File: src/rtl/hazard_fwd_ctrl.sv
// -----------------------------------------------------------------------------
// hazard_fwd_ctrl
//   Hazard detection and operand-forwarding control for a 5-stage MIPS pipeline.
//   Keeps the destination tags of the instructions in EX and MEM, registers
//   the ALU operand selects for the instruction moving from ID into EX, raises
//   the load-use and multi-cycle MDU stalls, and counts stall cycles.
//
//   Ports
//     clk, rst_n            rising-edge clock, asynchronous active-low reset
//     freeze_i              external freeze: every register holds
//     flush_i               ID instruction killed, bubble enters EX
//     id_valid .. id_is_mdu decoded fields of the instruction in ID
//     stall_id              hold PC and IF/ID, bubble into EX (combinational)
//     fwd_a, fwd_b          EX operand selects: 00 regfile, 10 EX/MEM, 01 MEM/WB
//     mdu_busy              multi-cycle MDU operation in flight
//     stall_cnt             saturating count of unfrozen stall cycles
//
//   The WB-stage producer needs no tag here: the register file writes before
//   it is read in ID, so a value leaving WB is already visible as "00".
// -----------------------------------------------------------------------------
module hazard_fwd_ctrl #(
  parameter int REG_AW      = 5,
  parameter int MDU_LATENCY = 4,
  parameter int CNT_W       = 16
) (
  input  logic              clk,
  input  logic              rst_n,
  input  logic              freeze_i,
  input  logic              flush_i,
  input  logic              id_valid,
  input  logic [REG_AW-1:0] id_rs,
  input  logic [REG_AW-1:0] id_rt,
  input  logic              id_use_rs,
  input  logic              id_use_rt,
  input  logic [REG_AW-1:0] id_dest,
  input  logic              id_reg_write,
  input  logic              id_is_load,
  input  logic              id_is_mdu,
  output logic              stall_id,
  output logic [1:0]        fwd_a,
  output logic [1:0]        fwd_b,
  output logic              mdu_busy,
  output logic [CNT_W-1:0]  stall_cnt
);

  localparam int              MCW      = $clog2(MDU_LATENCY + 1);
  localparam logic [MCW-1:0]  MDU_LOAD = MCW'(MDU_LATENCY);

  // Producer tag match; register 0 is never a real dependency.
  function automatic logic tag_match(input logic              vld,
                                     input logic              rw,
                                     input logic [REG_AW-1:0] dest,
                                     input logic [REG_AW-1:0] src,
                                     input logic              use_src);
    return vld & rw & (dest == src) & (src != '0) & use_src;
  endfunction

  // The youngest producer (EX) wins over the older one (MEM).
  function automatic logic [1:0] fwd_sel(input logic hit_ex, input logic hit_mem);
    if (hit_ex)       return 2'b10;
    else if (hit_mem) return 2'b01;
    else              return 2'b00;
  endfunction

  function automatic logic [CNT_W-1:0] sat_inc(input logic [CNT_W-1:0] v);
    return (&v) ? v : v + 1'b1;
  endfunction

  // Stage tags
  logic              ex_vld, ex_rw, ex_ld;
  logic [REG_AW-1:0] ex_dest;
  logic              mem_vld, mem_rw;
  logic [REG_AW-1:0] mem_dest;

  // MDU tracking
  logic [MCW-1:0]    mdu_cnt;
  logic [REG_AW-1:0] mdu_dest;

  logic hit_ex_rs, hit_ex_rt, hit_mem_rs, hit_mem_rt;
  logic load_use, mdu_raw, mdu_waw, mdu_hazard;
  logic bubble, mdu_issue;

  // ID-stage hazard evaluation
  always_comb begin
    hit_ex_rs  = tag_match(ex_vld,  ex_rw,  ex_dest,  id_rs, id_use_rs);
    hit_ex_rt  = tag_match(ex_vld,  ex_rw,  ex_dest,  id_rt, id_use_rt);
    hit_mem_rs = tag_match(mem_vld, mem_rw, mem_dest, id_rs, id_use_rs);
    hit_mem_rt = tag_match(mem_vld, mem_rw, mem_dest, id_rt, id_use_rt);

    load_use   = ex_ld & (hit_ex_rs | hit_ex_rt);

    // The in-flight MDU result is modelled as a producer with permanent
    // valid/write while the countdown runs.
    mdu_raw    = tag_match(mdu_busy, 1'b1, mdu_dest, id_rs, id_use_rs) |
                 tag_match(mdu_busy, 1'b1, mdu_dest, id_rt, id_use_rt);
    mdu_waw    = tag_match(mdu_busy, 1'b1, mdu_dest, id_dest, id_reg_write);
    mdu_hazard = mdu_raw | mdu_waw | (mdu_busy & id_is_mdu);

    stall_id   = id_valid & ~flush_i & (load_use | mdu_hazard);
    bubble     = stall_id | flush_i | ~id_valid;
    mdu_issue  = ~bubble & id_is_mdu;
  end

  assign mdu_busy = (mdu_cnt != '0);

  // ID -> EX -> MEM control/tag boundary
  always_ff @(posedge clk or negedge rst_n) begin
    if (!rst_n) begin
      ex_vld    <= 1'b0;
      ex_rw     <= 1'b0;
      ex_ld     <= 1'b0;
      mem_vld   <= 1'b0;
      mem_rw    <= 1'b0;
      mdu_cnt   <= '0;
      fwd_a     <= 2'b00;
      fwd_b     <= 2'b00;
      stall_cnt <= '0;
    end else if (!freeze_i) begin
      mem_vld <= ex_vld;
      mem_rw  <= ex_rw;
      if (bubble) begin
        ex_vld <= 1'b0;
        ex_rw  <= 1'b0;
        ex_ld  <= 1'b0;
        fwd_a  <= 2'b00;
        fwd_b  <= 2'b00;
      end else begin
        ex_vld <= 1'b1;
        ex_rw  <= id_reg_write;
        ex_ld  <= id_is_load;
        fwd_a  <= fwd_sel(hit_ex_rs, hit_mem_rs);
        fwd_b  <= fwd_sel(hit_ex_rt, hit_mem_rt);
      end
      // Issue cannot collide with a running countdown: a busy MDU stalls it.
      if (mdu_issue)     mdu_cnt <= MDU_LOAD;
      else if (mdu_busy) mdu_cnt <= mdu_cnt - 1'b1;
      if (stall_id)      stall_cnt <= sat_inc(stall_cnt);
    end
  end

  // ID -> EX -> MEM destination fields (qualified by the valid tags above)
  always_ff @(posedge clk) begin
    if (!freeze_i) begin
      mem_dest <= ex_dest;
      if (!bubble)   ex_dest  <= id_dest;
      if (mdu_issue) mdu_dest <= id_dest;
    end
  end

endmodule

File: config.mk
export PLATFORM = sky130hd
export DESIGN_NAME = hazard_fwd_ctrl
export DESIGN_NICKNAME = d
export VERILOG_FILES = /design/src/rtl/hazard_fwd_ctrl.sv
export SDC_FILE = /design/constraint.sdc
export NUM_CORES = 1
export LEC_CHECK = 0
export BUFFER_PORTS_ARGS = -buffer_cell sky130_fd_sc_hd__buf_2
export CAP_MARGIN = 40
export CORE_MARGIN = 5
export CORE_UTILIZATION = 40
export DETAILED_ROUTE_END_ITERATION = 8
export PLACE_DENSITY = 0.61
export SYNTH_ARGS = -nofsm -noshare
export SYNTH_HDL_FRONTEND = slang
export SYNTH_SLANG_ARGS = --single-unit
File: constraint.sdc
create_clock -name clk -period 2.25 [get_ports clk]
set_clock_uncertainty 0.05 [all_clocks]
set_input_delay 0.3375 -clock clk [delete_from_list [all_inputs] [get_ports clk]]
set_output_delay 0.3375 -clock clk [all_outputs]
set_load 0.005 [all_outputs]
==> impl_results.md, run 1 <==
- Status: finished with violations
- Failing checks: hold timing, setup timing
- DIE AREA: 7316 sq um
- Ys Warns: 0
- Max-cap viol count: 0
- Largest net degree at the start of global routing: 29
- Most used DFF post-synth: dfrtp_1
- Root Driver: clkbuf_8
- CTS Sinks: 43
- Die Y: 85.54 microns
- Setup WS pre-CTS: -0.1072 ns
- Ratio of cells with drive above 1 in the final layout: 32.26%
- I/O Buffers: 46
- Final worst slack: -0.1474 ns
- Synthesized Nets: 233
- Fmax: 417.1 MHz
- Antenna viol nets, final: 0
- Util after Layout: 51.92%
- Setup TNS: -0.1474 ns
- Net count reported at finish: 306
- Crit Path Max Fanout: 3
- Layout Cells excl Fill: 351
- Core ar.: 5540 sq um
- Site Rows: 27
- Max VDD drop: 0.3394 mV
- Drc violations: 0
- Cells after Synth: 205
- Initial antenna violation count: 0
- Final worst-path cycle share: 106.6%
- Final Hold Vio Count: 12
- Power density over the cells: 669.5 nW/um^2
- Static leakage: 1.248 nW
- Max Slew Vio Count: 0
- Finish-stage setup viols: 1
- WP data required: 1.86 ns
- Area Growth Syn to Fin: 26.04%
- Seq/Total Area, Yosys: 50.44%
- Gr ovfl total: 0
- Rel. slew slack: 58.35%
- Netlist cell types: 37
- Synth area leaders: dfrtp_1, edfxtp_1, xnor2_1
- Placed instance count: 341
- CTS H-tree lvls: 2
- TritonRoute pass-1 iters: 4
- Slew @ Worst Pin: 0.6247 ns
- FFs w/ async S/R, synth: 65.12%
- CTS tree: built
- FILL cells: 537
- Critical path capture point type: primary output
- Fin crit period: 2.397 ns
- I/O Pins: 47
- Post-synthesis register bit count: 43
- Post-synth EDFFs: 15
- Cell Area, Synth: 2282 sq um
- First-pass GRT wire length: 8480 microns
- WL per Instance: 14.40 microns
- Longest Clk Path Bufs: 2
- Total Routing Usage GR: 14.78%
- N_diodes: 0
- Vias: 1769
- RSZ-0062 raised after global routing: true
- Hold Crit Class: in -> async
- Final wirelength: 5056 microns
- Avg Cell Area, Syn: 11.13 sq um
- Post-DR vias/cell: 5.040
- CP arrival: 2.01 ns
- Fin Hold WS: -0.006803 ns
- Routability cong.: 0.8235
- Type of the worst setup path: reg -> out
- Worst-path clk slew: 0.09 ns
- Detailed Route Iter0 Violations: 80
- Die X: 85.54 microns
- Initial Util: 41.19%
- Worst-Skew Late Latency: 0.30 ns
- Startpoint types: flop
- Vias in the first global route: 1747
- CTS Buf Count: 5
- Synth area leader: dfrtp_1
- Synth top area share: 30.70%
- Dpl hpwl: 4010 microns
==> metrics by stage <==
step	power [mW]	instance area (sq um)	hold slack, ns
after CTS	1.946	2865	0.01701
after floorplan	1.223	2282	-0.008091
after global placement	1.419	2749	0.3442
after detailed placement	1.427	2749	0.3490
after global routing	2.046	2877	0.04486
final	1.926	2877	-0.006803
==> critical path, stage by stage, from the launching register on <==
cell and delay [ns]:
edfxtp_1 0.47, xnor2_1 0.18, nand4_1 0.13, or3_4 0.35, a21bo_4 0.24, nand3_4 0.07
and3b_1 0.16, buf_2 0.11
==> cell families (layout without fill, tap and decap cells) <==
group | after synthesis | after routing | share of synthesized area, %
AND/OR/NAND/NOR | 79 | 79 | 19.74
XOR/XNOR | 50 | 50 | 19.19
flip-flops | 43 | 43 | 50.44
AO/OA/AOI/OAI | 15 | 15 | 5.209
buffers and inverters | 12 | 86 | 2.303
adder cells (fa/ha/maj) | 3 | 3 | 1.645
multiplexers | 3 | 3 | 1.480
==> layout by cell type (no fill, tap or decap), types with 7 or more instances in the layout <==
master and n:
xnor2_1 40, edfxtp_1 15, dfrtp_1 28, nand2_1 18
nand4_1 10, inv_1 7, xor2_1 10, buf_4 24
nand3_1 19, buf_2 46
==> cell usage after synthesis (2+ instances only) <==
cell type,n
o31ai_1,2
inv_1,7
a22o_1,2
nand2_1,18
nor3_1,2
edfxtp_1,15
or3_1,2
nor2_1,5
and3_1,5
nand2b_1,2
nand3_1,19
xor2_1,10
o21ai_0,2
and2_1,3
dfrtp_1,28
or4_1,3
xnor2_1,40
o21ai_2,3
ha_1,3
clkbuf_1,4
mux2_2,2
nand4_1,10
and4_1,2
nor4_1,3
==> cell type report <==
cell class,count,area (sq um),share of cell area (%)
repair buffers,71,421.7,14.66
well taps,72,90.09,3.132
clock inverters,3,22.52,0.7829
flip-flops and latches,43,1151,40.02
clock buffers,5,68.82,2.392
multi-input cells,150,1096,38.10
inverters,7,26.28,0.9134
==> registers in the layout, summed over array words and instances (netlist names) <==
register	cells
fwd_b	2
mdu_dest	5
mem_vld	1
ex_ld	1
mdu_cnt	3
ex_rw	1
ex_dest	5
fwd_a	2
ex_vld	1
mem_dest	5
stall_cnt	16
mem_rw	1
==> report_power, final <==
group | internal, mW | switching [mW] | total [mW]
clock network | 0.223 | 0.285 | 0.508
registers | 0.887 | 0.0583 | 0.946
logic | 0.231 | 0.241 | 0.472
total | 1.34 | 0.585 | 1.93
==> what timing repair did <==
item,in CTS,in global routing
gates resized for setup,2,2
hold buffers,0,0
hold endpoints to repair,0,0
pin swaps,9,2
endpoints found under the setup margin,1,4
cloned,0,0
buffers inserted,2,0
==> metal layers <==
metal | global-route usage, % | vias up | part of all wire (%)
li1 | - | 874 | -
met3 | 2.978 | 5 | 4.7
met2 | 22.53 | 38 | 47
met4 | 5.180 | 0 | 1.3
met5 | 0 | - | 0
met1 | 20.91 | 852 | 47
==> final timing paths <==
check	startpoint	to	slack [ns]	depth (start not counted)
max	ex_dest[4]	stall_id	-0.15	7
min	rst_n	stall_cnt[12]	-0.007	1
max reg2reg	ex_dest[4]	stall_cnt[1]	0.10	8
min reg2reg	fwd_a[0]	fwd_a[0]	0.44	2
max in group asynchronous	rst_n	mdu_cnt[0]	1.74	1
min in group clk	id_dest[4]	mdu_dest[4]	0.21	1
(Power assumes the default switching activity.)
==> inputs of run 2 (changes only) <==
--- a/config.mk
+++ b/config.mk
@@ -10,6 +10,7 @@
 export CORE_MARGIN = 5
 export CORE_UTILIZATION = 40
 export DETAILED_ROUTE_END_ITERATION = 8
+export GPL_TIMING_DRIVEN = 0
 export PLACE_DENSITY = 0.61
 export SYNTH_ARGS = -nofsm -noshare
 export SYNTH_HDL_FRONTEND = slang
==> run 2 against run 1 <==
The run ends with setup timing left. Worst setup slack worse by 0.077 ns. Sequential power about the same. Core utilization down 1.7 points. Die area unchanged. Cell count down 3.4%. Fmax down 3.1%. Global-route usage down 0.37 points. Worst hold slack better by 0.010 ns. Sequential cell count unchanged. Non-clock buffer count down 12. Count of clock-buffer cells in the layout up 2. Critical endpoint unchanged.
==> impl_results.md, run 2 (same netlist as run 1, synthesis figures left out) <==
- CTS H-tree lvls: 2 (unchanged)
- Critical path capture point type: primary output
- Startpoint types: flop
- Most common cell after layout, fill and taps aside: buf_2
- Biggest register: stall_cnt
- I/O Buffers: 46 (unchanged)
- Type of the worst setup path: reg -> out
- Hold-fix buffers, CTS: 0 (unchanged)
- Finish-stage setup viols: 1 (unchanged)
- Drc violations: 0 (unchanged)
- I/O Pins: 47 (unchanged)
- Setup TNS: -0.2247 ns (-0.07727 ns)
- CP top delay family: simple AND/OR/NAND/NOR gates
- Area Growth Syn to Fin: 21.98%
- Core ar.: 5540 sq um (unchanged)
- Max-cap viol count: 0 (unchanged)
- Final worst slack: -0.2247 ns (-0.07727 ns)
- Static leakage: 1.185 nW (-5.0%)
- Max reg flops: 16 (unchanged)
- Die X: 85.54 microns (unchanged)
- Fmax: 404.1 MHz (-3.1%)
- CTS Sinks: 43 (unchanged)
- Crit Path Max Fanout: 2 (-1)
- Vias in the first global route: 1676 (-4.1%)
- Post-DR vias/cell: 5.056 (+0.32%)
- Leading cell types in the layout, fill and taps excluded: buf_2, xnor2_1, dfrtp_1
- Status: finished with violations
- WL per Instance: 14.71 microns (+2.1%)
- RSZ-0062 raised after global routing: true
- CP max stage delay: 0.42 ns (-0.05 ns)
- Final worst-path cycle share: 110.0% (+3.4 points)
- Critical-path top delay cell: edfxtp_1
- Initial Util: 41.19% (unchanged)
- TritonRoute pass-1 iters: 4 (unchanged)
- First-pass GRT wire length: 8259 microns (-2.6%)
- CTS tree: built
- Die Y: 85.54 microns (unchanged)
- Slew @ Worst Pin: 0.6366 ns (+0.01191 ns)
- Ratio of cells with drive above 1 in the final layout: 28.46% (-3.8 points)
- CTS Buf Count: 5 (unchanged)
- Critical Path, Cell by Cell: buf_6, xnor2_2, nand3_1, or3_4, a21bo_4, nand3_4, buf_6, and3b_1, buf_2
- Buf/Inv on CP: 3 (+2)
- Max Slew Vio Count: 0 (unchanged)
- Detailed Route Iter0 Violations: 106 (+33%)
- CP arrival: 2.09 ns (+0.08 ns)
- Worst-path clk slew: 0.08 ns (about the same)
- Rel. slew slack: 57.56% (-0.79 points)
- Failing checks: setup timing
- Largest net degree at the start of global routing: 29 (unchanged)
- Root Driver: clkbuf_8
- Longest Clk Path Bufs: 2 (unchanged)
- DIE AREA: 7316 sq um (unchanged)
- Vias: 1714 (-3.1%)
- Gr ovfl total: 0 (unchanged)
- Antenna viol nets, final: 0 (unchanged)
- Max VDD drop: 0.3503 mV (+3.2%)
- Worst-Skew Late Latency: 0.30 ns (about the same)
- FILL cells: 550 (+2.4%)
- Net count reported at finish: 294 (-3.9%)
- Final Hold Vio Count: 0 (-12)
- WP data required: 1.86 ns (about the same)
- Top cell by count, worst path: buf_6
- Total Routing Usage GR: 14.40% (-0.37 points)
- Setup WS pre-CTS: -0.4055 ns (-0.2983 ns)
- N_diodes: 0 (unchanged)
- Hold Crit Class: in -> async
- Final wirelength: 4985 microns (-1.4%)
- Site Rows: 27 (unchanged)
- Fin crit period: 2.475 ns (+0.07727 ns)
- Util after Layout: 50.25% (-1.7 points)
- Power density over the cells: 677.4 nW/um^2 (+1.2%)
- Dpl hpwl: 3774 microns (-5.9%)
- Initial antenna violation count: 0 (unchanged)
- Routability cong.: 0.8208 (-0.33%)
## run 2: cell types whose count changed in the layout (fill, tap and decap cells not counted), sizes merged
cell / before / now
inv: 9 / 7
clkinv: 0 / 1
clkinvlp: 1 / 0
clkbuf: 5 / 11
buf: 71 / 55
## run 2: layer usage
layer	track usage [%]	wire [microns]	share of wire, %	up-vias
li1	-	-	-	848
met1	19.96	2406	48	809
met2	21.33	2219	45	49
met3	3.266	245	4.9	8
met4	6.763	114	2.3	0
met5	0	0	0	-
## run 2: area by class of cell
| class | instances | area [sq um] | area share, % |
|---|---|---|---|
| clock buffers | 7 | 86.33 | 3.101 |
| repair buffers | 54 | 294.0 | 10.56 |
| well taps | 72 | 90.09 | 3.236 |
| multi-input cells | 150 | 1104 | 39.64 |
| inverters | 7 | 26.28 | 0.9438 |
| flip-flops and latches | 43 | 1151 | 41.35 |
| clock inverters | 1 | 5.005 | 0.1798 |
| plain buffers | 5 | 27.53 | 0.9888 |
## run 2: final timing paths
path / startpoint / end / slack, ns / cells past startpoint
max: ex_dest[0] / stall_id / -0.22 / 9
min reg2reg: fwd_a[1] / fwd_a[1] / 0.44 / 2
max reg2reg: ex_dest[0] / stall_cnt[1] / 0.06 / 9
min: rst_n / stall_cnt[14] / 0.003 / 1
min in group clk: id_dest[4] / ex_dest[4] / 0.21 / 1
max in group asynchronous: rst_n / stall_cnt[3] / 1.72 / 1
## run 2: report_power, final
part	switching (mW)	internal [mW]
sequential	0.0599	0.888
clock	0.252	0.248
combinational	0.238	0.201
## run 2: per-stage QoR
step / std cells / total power [mW] / area (sq um) / hold slack (ns)
6_report: 339 / 1.886 / 2784 / 0.003427
5_1_grt: 339 / 2.004 / 2784 / 0.05455
3_5_place_dp: 323 / 1.384 / 2603 / 0.3488
2_1_floorplan: 205 / 1.223 / 2282 / -0.008091
4_1_cts: 338 / 1.905 / 2769 / 0.02326
3_3_place_gp: 323 / 1.375 / 2603 / 0.3435
## run 2: repair_timing
action,CTS,global route
gates cloned,0,0
setup buffers,7,1
endpoints found under the setup margin,17,21
pin swaps,7,1
gates resized for setup,5,2
